## src/rtl/ascon_hash_xof_core.sv

```systemverilog
// Ascon-Hash / Ascon-XOF engine (Ascon v1.2): 64-bit rate absorb/squeeze around an
// iterative p12 permutation that evaluates UNROLL rounds per clock.
module ascon_hash_xof_core #(
    parameter int unsigned UNROLL    = 1,
    parameter int unsigned MAX_OUT_W = 8
) (
    input  logic                 clk,
    input  logic                 rst,
    input  logic                 start,
    input  logic                 mode_xof,
    input  logic [MAX_OUT_W-1:0] out_words,
    input  logic                 msg_valid,
    output logic                 msg_ready,
    input  logic [63:0]          msg_data,
    input  logic                 msg_last,
    input  logic [3:0]           msg_bytes,
    output logic                 dig_valid,
    input  logic                 dig_ready,
    output logic [63:0]          dig_data,
    output logic                 dig_last,
    output logic                 busy,
    output logic                 done
);
    localparam logic [63:0] IvHash = 64'h00400c0000000100;
    localparam logic [63:0] IvXof  = 64'h00400c0000000000;
    localparam logic [63:0] PadFull = 64'h8000000000000000;
    localparam logic [3:0]  Step   = 4'(UNROLL);

    typedef enum logic [2:0] {
        StIdle, StInit, StAbsorb, StPermA, StPermP, StPermF, StSqueeze, StPermS
    } state_t;

    state_t               state;
    logic [4:0][63:0]     s;
    logic [3:0]           rnd;
    logic [MAX_OUT_W-1:0] cnt;
    logic [4:0][63:0]     perm_out;
    logic [63:0]          blk;
    logic                 perm_end;

    function automatic logic [63:0] ror(input logic [63:0] v, input int unsigned n);
        return (v >> n) | (v << (64 - n));
    endfunction

    function automatic logic [4:0][63:0] round_f(input logic [4:0][63:0] si, input logic [3:0] i);
        logic [63:0] x0, x1, x2, x3, x4, t0, t1, t2, t3, t4;
        x0 = si[0];
        x1 = si[1];
        x2 = si[2] ^ {56'h0, 4'hf - i, i};
        x3 = si[3];
        x4 = si[4];
        x0 = x0 ^ x4;
        x4 = x4 ^ x3;
        x2 = x2 ^ x1;
        t0 = ~x0 & x1;
        t1 = ~x1 & x2;
        t2 = ~x2 & x3;
        t3 = ~x3 & x4;
        t4 = ~x4 & x0;
        x0 = x0 ^ t1;
        x1 = x1 ^ t2;
        x2 = x2 ^ t3;
        x3 = x3 ^ t4;
        x4 = x4 ^ t0;
        x1 = x1 ^ x0;
        x0 = x0 ^ x4;
        x3 = x3 ^ x2;
        x2 = ~x2;
        x0 = x0 ^ ror(x0, 19) ^ ror(x0, 28);
        x1 = x1 ^ ror(x1, 61) ^ ror(x1, 39);
        x2 = x2 ^ ror(x2, 1) ^ ror(x2, 6);
        x3 = x3 ^ ror(x3, 10) ^ ror(x3, 17);
        x4 = x4 ^ ror(x4, 7) ^ ror(x4, 41);
        return {x4, x3, x2, x1, x0};
    endfunction

    always_comb begin
        perm_out = s;
        for (int j = 0; j < int'(UNROLL); j++) begin
            perm_out = round_f(perm_out, rnd + 4'(j));
        end
    end

    assign perm_end = (rnd + Step) == 4'd12;

    // Final partial block: keep the valid leading bytes, place 0x80 right after them.
    always_comb begin
        blk = msg_data;
        if (msg_last && msg_bytes < 4'd8) begin
            for (int b = 0; b < 8; b++) begin
                if (b == int'(msg_bytes)) begin
                    blk[63-8*b -: 8] = 8'h80;
                end else if (b > int'(msg_bytes)) begin
                    blk[63-8*b -: 8] = 8'h00;
                end
            end
        end
    end

    always_ff @(posedge clk) begin
        if (rst) begin
            state     <= StIdle;
            s         <= '0;
            rnd       <= '0;
            cnt       <= '0;
            msg_ready <= 1'b0;
            dig_valid <= 1'b0;
            dig_data  <= '0;
            dig_last  <= 1'b0;
            busy      <= 1'b0;
            done      <= 1'b0;
        end else begin
            done <= 1'b0;
            unique case (state)
                StIdle: begin
                    if (start) begin
                        s     <= {256'h0, (mode_xof ? IvXof : IvHash)};
                        cnt   <= !mode_xof ? MAX_OUT_W'(4) :
                                 (out_words == '0) ? MAX_OUT_W'(1) : out_words;
                        rnd   <= '0;
                        busy  <= 1'b1;
                        state <= StInit;
                    end
                end
                StInit, StPermA, StPermP, StPermF, StPermS: begin
                    s <= perm_out;
                    if (perm_end) begin
                        rnd <= '0;
                        case (state)
                            StInit, StPermA: begin
                                msg_ready <= 1'b1;
                                state     <= StAbsorb;
                            end
                            StPermP: begin
                                s[0]  <= perm_out[0] ^ PadFull;
                                state <= StPermF;
                            end
                            default: begin
                                dig_valid <= 1'b1;
                                dig_data  <= perm_out[0];
                                dig_last  <= (cnt == MAX_OUT_W'(1));
                                state     <= StSqueeze;
                            end
                        endcase
                    end else begin
                        rnd <= rnd + Step;
                    end
                end
                StAbsorb: begin
                    if (msg_valid) begin
                        s[0]      <= s[0] ^ blk;
                        msg_ready <= 1'b0;
                        if (!msg_last) begin
                            state <= StPermA;
                        end else if (msg_bytes >= 4'd8) begin
                            state <= StPermP;
                        end else begin
                            state <= StPermF;
                        end
                    end
                end
                StSqueeze: begin
                    if (dig_ready) begin
                        dig_valid <= 1'b0;
                        dig_last  <= 1'b0;
                        cnt       <= cnt - MAX_OUT_W'(1);
                        if (cnt == MAX_OUT_W'(1)) begin
                            busy  <= 1'b0;
                            done  <= 1'b1;
                            state <= StIdle;
                        end else begin
                            state <= StPermS;
                        end
                    end
                end
                default: state <= StIdle;
            endcase
        end
    end
endmodule
```

## config.mk

```make
export PLATFORM = sky130hd
export DESIGN_NAME = ascon_hash_xof_core
export DESIGN_NICKNAME = d
export VERILOG_FILES = /design/src/rtl/ascon_hash_xof_core.sv
export SDC_FILE = /design/constraint.sdc
export NUM_CORES = 2
export LEC_CHECK = 0
export CORE_ASPECT_RATIO = 0.9
export CORE_MARGIN = 2
export CORE_UTILIZATION = 30
export DETAILED_ROUTE_END_ITERATION = 10
export PLACE_DENSITY = 0.49
export SLEW_MARGIN = 5
export SYNTH_ARGS = -nofsm -noshare
export SYNTH_HDL_FRONTEND = slang
export SYNTH_SLANG_ARGS = --single-unit
export TNS_END_PERCENT = 1
```

## constraint.sdc

```tcl
create_clock -name clk -period 2.67 [get_ports clk]
set_input_delay 0.534 -clock clk [delete_from_list [all_inputs] [get_ports clk]]
set_output_delay 0.534 -clock clk [all_outputs]
set_load 0.005 [all_outputs]
```

# After elaboration in Yosys (flattened, before gate mapping)
# Index checks and enable logic that the tools add are counted.
[totals]
register_bits = 404
out_inout_bits = 69
word_cells = 174
[op_classes]
add_sub_neg = 3
magnitude_cmp = 9
eq_ne = 23
mux = 56
n_bitwise = 48
n_reduce_logical = 21
[op_table]
columns = ["cell", "count"]
rows = [
  ["64-bit XOR", 22],
  ["256-bit one-hot mux with 2 select lines", 1],
  ["64-bit inverter", 6],
  ["64-bit AND", 5],
  ["320-bit 2-to-1 mux", 1],
  ["64-bit 2-to-1 mux", 4],
  ["64-bit one-hot mux with 3 select lines", 1],
  ["8-bit 2-to-1 mux", 19],
  ["23-bit by 64-bit bitwise OR with 64-bit output", 1],
  ["25-bit by 64-bit bitwise OR with 64-bit output", 1],
  ["3-bit by 64-bit bitwise OR with 64-bit output", 1],
  ["36-bit by 64-bit bitwise OR with 64-bit output", 1],
  ["45-bit by 64-bit bitwise OR with 64-bit output", 1],
  ["47-bit by 64-bit bitwise OR with 64-bit output", 1],
  ["54-bit by 64-bit bitwise OR with 64-bit output", 1],
  ["57-bit by 64-bit bitwise OR with 64-bit output", 1],
  ["58-bit by 64-bit bitwise OR with 64-bit output", 1],
  ["63-bit by 64-bit bitwise OR with 64-bit output", 1],
  ["64-bit by 8-bit XOR with 64-bit output", 1],
  ["3-bit 2-to-1 mux", 6],
  ["4-bit equality test (first input constant)", 4],
  ["3-bit by 4-bit > comparator with 1-bit output (first input constant)", 4],
  ["8-bit one-hot mux with 2 select lines", 1],
  ["4-bit AND reduction", 4],
  ["35 further kinds", 71],
]

# Logic depth before layout (Yosys ltp)
[depth]
ltp_word = 13
mapped_depth = 9
mapped_depth_nobuf = 8

# Worst setup path after synthesis
# No wires, ideal clock.
[synth_path]
path_kind = "reg-to-reg"
from = "register s[219] (netlist name)"
to = "register s[63] (netlist name)"
setup_ns = 0.122
t_arrival_ns = 2.248
t_required_ns = 2.548
slack_ns = 0.300
path_stages_with_launch = 8
synth_period_minus_slack_ns = 2.370
cell_sequence = "dfxtp_1 > inv_1 > ha_1 > xnor2_1 > xnor2_4 > xnor3_1 > mux2_4 > a311o_1"
[synth_via]
elab_chain_cells = 9
[synth_rtl]
columns = ["element", "line", "text"]
rows = [
  ["start, declared", "34", "logic [4:0][63:0] s;"],
  ["start signal, assigned", "117", "s <= {256'h0, (mode_xof ? IvXof : IvHash)};"],
  ["start signal, assigned", "126", "s <= perm_out;"],
  ["64-bit XOR *", "53", "x4 = x4 ^ x3;"],
  ["64-bit XOR *", "64", "x4 = x4 ^ t0;"],
  ["64-bit XOR *", "66", "x0 = x0 ^ x4;"],
  ["36-bit by 64-bit bitwise OR with 64-bit output *", "42", "return (v >> n) | (v << (64 - n));"],
  ["64-bit XOR *", "69", "x0 = x0 ^ ror(x0, 19) ^ ror(x0, 28);"],
  ["1-bit inverter (no source line)", "--", ""],
  ["64-bit 2-to-1 mux", "129", "case (state)"],
  ["64-bit 2-to-1 mux *", "127", "if (perm_end) begin"],
  ["64-bit one-hot mux with 3 select lines *", "114", "unique case (state)"],
]
# Mark *: on every way between the ends. The rest lies on a longest branch, timed or not.
# A chain may end at the register's enable or synchronous reset.

# Worst setup path in the final report
[layout_path]
from = "register rnd[0]"
to = "register s[40] (netlist name)"
[layout_via]
elab_chain_cells = 11
word_cells_on_any_way = 13
cone_classes = "2 x add/sub; 1 x eq/ne; 3 x mux; 7 x bitwise"
[layout_rtl]
columns = ["element", "line", "text"]
rows = [
  ["start, declared", "35", "logic [3:0] rnd;"],
  ["start signal, assigned", "146", "rnd <= rnd + Step;"],
  ["4-bit subtractor", "49", "x2 = si[2] ^ {56'h0, 4'hf - i, i};"],
  ["64-bit by 8-bit XOR with 64-bit output", "49", ""],
  ["64-bit XOR", "54", "x2 = x2 ^ x1;"],
  ["64-bit AND", "56", "t1 = ~x1 & x2;"],
  ["64-bit XOR", "60", "x0 = x0 ^ t1;"],
  ["64-bit XOR", "66", ""],
  ["36-bit by 64-bit bitwise OR with 64-bit output", "42", ""],
  ["64-bit XOR", "69", ""],
  ["64-bit 2-to-1 mux", "129", ""],
  ["64-bit 2-to-1 mux *", "127", ""],
  ["64-bit one-hot mux with 3 select lines *", "114", ""],
]
# Marks and branches as above.

==> impl_metrics.py <==
metrics = {
    "status": {
        "status": "complete, no violations",
    },
    "logic_synthesis": {
        "yosysUniqueCellTypes": 55,
        "yosysTopAreaCellShare_pct": 27.4,
        "syn-cell-area_mm2": 0.0295,
        "ys_ff_latch": 404,
        "yosys.area.top_type": "dfxtp_1",
        "async_flop_share_pct": 0,
        "ys_seq_area_share_pct": 27.4,
        "synth_nets": 3507,
        "netlist_instances": 3292,
        "synth_flop_cell": "dfxtp_1",
        "avgSynthCellArea_um2": 8.97,
        "ys_warn_count": 0,
        "synth_edf_count": 0,
        "synth_area_leaders": "dfxtp_1 27%, xnor2_1 24%, xor2_1 7.5%",
    },
    "cts": {
        "cts.sinks": 404,
        "htree_levels": 2,
        "numCtsBuffers": 48,
        "cts_hold_buf": 0,
        "root_buffer": "clkbuf_16",
        "clk_pin_slew_ps": 60,
        "tritoncts": "built",
        "clock_latency_ps": 630,
        "cts_max_path_buffers": 3,
    },
    "sta": {
        "worst_slew_pin_slew_ps": 1160,
        "final_hold_viol_count": 0,
        "final-setup-viol-count": 0,
        "finalMaxSlewViolations": 0,
        "fmax_mhz": 379,
        "finalCritPeriodShare_pct": 98.8,
        "slew_headroom_pct": 22.2,
        "clock_skew_ps": 40.8,
        "rsz0062_at_grt": "true",
        "finalCriticalPeriod_ps": 2640,
    },
    "job": {
        "maxCapViolations": 0,
    },
    "die": {
        "die_y_um": 302,
        "die_width_um": 335,
        "rows": 109,
        "die_area_mm2": 0.101,
        "initial_core_util_pct": 30.1,
        "core_area_mm2": 0.0979,
        "num_io_pins": 152,
    },
    "grt": {
        "grt_pass1_wl_mm": 182,
        "antenna_found_initial": 1,
        "grt_max_degree": 137,
        "grt_pass1_vias": 24437,
        "grt.total_usage_pct": 25.4,
        "gr-total-overflow": 0,
    },
    "finish": {
        "fin_util_pct": 38.4,
        "area_growth_pct": 27.4,
        "final_area_mm2": 0.0376,
        "nFillCells": 9999,
        "regArea_mm2": 0.00809,
        "drive_above_1_share_pct": 15.3,
        "multi_input_area_mm2": 0.0202,
        "nNetsFinal": 4025,
    },
    "drt": {
        "drc_errors": 0,
        "num_vias": 25834,
        "wl_mm": 132,
        "avgRoutedWirePerCell_um": 25.7,
        "drtIter0Drc": 2780,
        "vias_per_cell": 5.04,
        "ant_nets": 0,
        "drtPass1Iterations": 5,
    },
    "setup_path": {
        "critPathMaxStageDelay_ps": 570,
        "crit_buf_inv": 2,
        "worstPathRequired_ps": 3150,
        "cp_slowest_cell": "xnor3_1",
        "critical_path_class": "flip-flop to flip-flop",
        "path_cells": "buf_4 -> xnor2_2 -> buf_4 -> ha_1 -> xor2_1 -> xnor2_2 -> xnor3_1 -> a221oi_1 -> nor3_1",
        "critPathTopFamily": "XOR/XNOR gates",
        "worstPathMaxFanout": 3,
        "critPathArrivalTime_ps": 3120,
        "end_kind": "flip-flop",
        "setup.worst_path.start_class": "flip-flop",
    },
    "hold_path": {
        "min_path_type": "primary input to flip-flop",
    },
    "placement": {
        "hpwl_mm": 108,
        "io_buffer_count": 151,
        "gp_congestion": 1.03,
        "placed_cell_area_mm2": 0.0359,
    },
}
## per-stage QoR
stage / setup slack, ps / TNS, ps / hold WS [ps] / instances
2_1_floorplan: 300 / 0 / 425 / 3292
3_3_place_gp: -58.8 / -58.8 / 436 / 5036
3_5_place_dp: -52.2 / -71.4 / 444 / 5036
4_1_cts: 24.0 / 0 / 251 / 5125
5_1_grt: -0.0229 / -0.0229 / 289 / 5125
6_report: 31.1 / 0 / 289 / 5127
## state kept, by name, summed over array words and instances, names as in the netlist
| name | cells |
|---|---|
| dig_last | 1 |
| busy | 1 |
| done | 1 |
| dig_valid | 1 |
| s | 320 |
| cnt | 8 |
| rnd | 4 |
| dig_data | 64 |
| state | 3 |
| msg_ready | 1 |
## cell usage after synthesis (2+ instances only)
library cell	count
a211oi_1	15
a21o_1	4
a21oi_1	125
a221oi_1	51
a22o_1	132
a22oi_1	68
a311oi_1	5
a31o_2	6
a31oi_1	3
and2_1	7
buf_1	11
buf_2	14
clkbuf_1	119
dfxtp_1	404
ha_1	132
inv_1	198
maj3_1	57
mux2i_1	63
nand2_1	339
nand2b_1	7
nand3_1	7
nand3b_1	2
nand4_1	2
nor2_1	161
nor2b_1	5
nor3_1	59
nor4_1	2
o21ai_0	109
o21bai_1	2
o221ai_1	2
o22ai_1	4
o31ai_1	3
or3_1	5
or4_1	2
xnor2_1	816
xnor2_2	17
xnor3_1	64
xor2_1	253
## logic make-up (layout without fill, tap and decap cells)
| family | after synthesis | after routing | synth area share, % |
|---|---|---|---|
| and+or+nand+nor | 606 | 606 | 8.37 |
| adders and majority gates | 189 | 189 | 7.53 |
| xor gates and xnor gates | 1151 | 1151 | 37.6 |
| DFF | 404 | 404 | 27.4 |
| buffers and inverters | 342 | 899 | 4.41 |
| muxes | 64 | 64 | 2.19 |
| AOI/OAI and AO/OA | 536 | 536 | 12.5 |
| other | 0 | 2 | 0 |
## per-layer routing
layer	GRT usage, %	vias to the layer above	share of wire, %
met5	0	-	0
met4	10.5	0	4.8
met3	4.83	183	8.1
met2	37.7	966	42
met1	36.0	12699	45
li1	-	11986	-
## area by class of cell
| type | instances | share of cell area (%) |
|---|---|---|
| Clock inverter | 16 | 0.389 |
| Antenna cell | 2 | 0.0133 |
| Tap cell | 1276 | 4.24 |
| Clock buffer | 73 | 3.90 |
| Multi-Input combinational cell | 2546 | 53.8 |
| Sequential cell | 404 | 21.5 |
| Inverter | 198 | 1.98 |
| Timing Repair Buffer | 612 | 14.2 |
## cell usage in the layout (no fill, tap or decap), types with 4 or more instances in the layout
| cell type | n |
|---|---|
| nand3_1 | 7 |
| nand2_1 | 338 |
| a221oi_1 | 51 |
| mux2i_1 | 63 |
| a22oi_1 | 68 |
| xor2_1 | 252 |
| dfxtp_1 | 402 |
| nor3_1 | 58 |
| nor2_1 | 158 |
| maj3_1 | 57 |
| xnor2_1 | 809 |
| inv_1 | 198 |
| a22o_1 | 132 |
| o22ai_1 | 4 |
| clkbuf_16 | 49 |
| a21oi_1 | 125 |
| nand2b_1 | 6 |
| buf_4 | 432 |
| ha_1 | 132 |
| clkbuf_1 | 9 |
| and2_1 | 6 |
| xnor2_2 | 24 |
| clkdlybuf4s50_1 | 150 |
| xnor3_1 | 64 |
| a31o_2 | 6 |
| clkbuf_8 | 16 |
| or3_1 | 5 |
| a21o_1 | 4 |
| clkinv_2 | 9 |
| buf_12 | 29 |
| nor2b_1 | 5 |
| a311oi_1 | 5 |
| o21ai_0 | 109 |
| a211oi_1 | 15 |
## worst paths after layout
check                            start  slack (ps)  depth (start not counted)                   endpoint
min reg2reg  dig_data[25]$_SDFFE_PP0P_         450                          2  dig_data[25]$_SDFFE_PP0P_
max reg2reg        rnd[0]$_SDFFE_PP0P_          30                          9         s[40]$_SDFFE_PP0P_
min                                rst         290                          2         s[42]$_SDFFE_PP0P_
max                rnd[0]$_SDFFE_PP0P_          30                          9         s[40]$_SDFFE_PP0P_
## worst register-to-register path, delay by kind of cell, from the launching register on
| family | cells | cell delay, ps |
|---|---|---|
| flip-flops | 1 | 340 |
| AND/OR/NAND/NOR | 1 | 90 |
| buffers and inverters | 2 | 320 |
| adder cells (fa/ha/maj) | 1 | 190 |
| XOR/XNOR | 4 | 1240 |
| AO/OA/AOI/OAI | 1 | 340 |
## repair_timing
| action | 4_1_cts | 5_1_grt |
|---|---|---|
| endpoints found under the hold margin | 0 | 0 |
| setup endpoints to repair | 2 | 13 |
| buffers inserted | 0 | 0 |
| gates cloned | 0 | 0 |
| pin swaps | 0 | 1 |
| resized for setup | 3 | 7 |
Power is left out: the tool's default activity adds up to more than one toggle a clock period on the data nets, which glitch-free logic cannot reach.
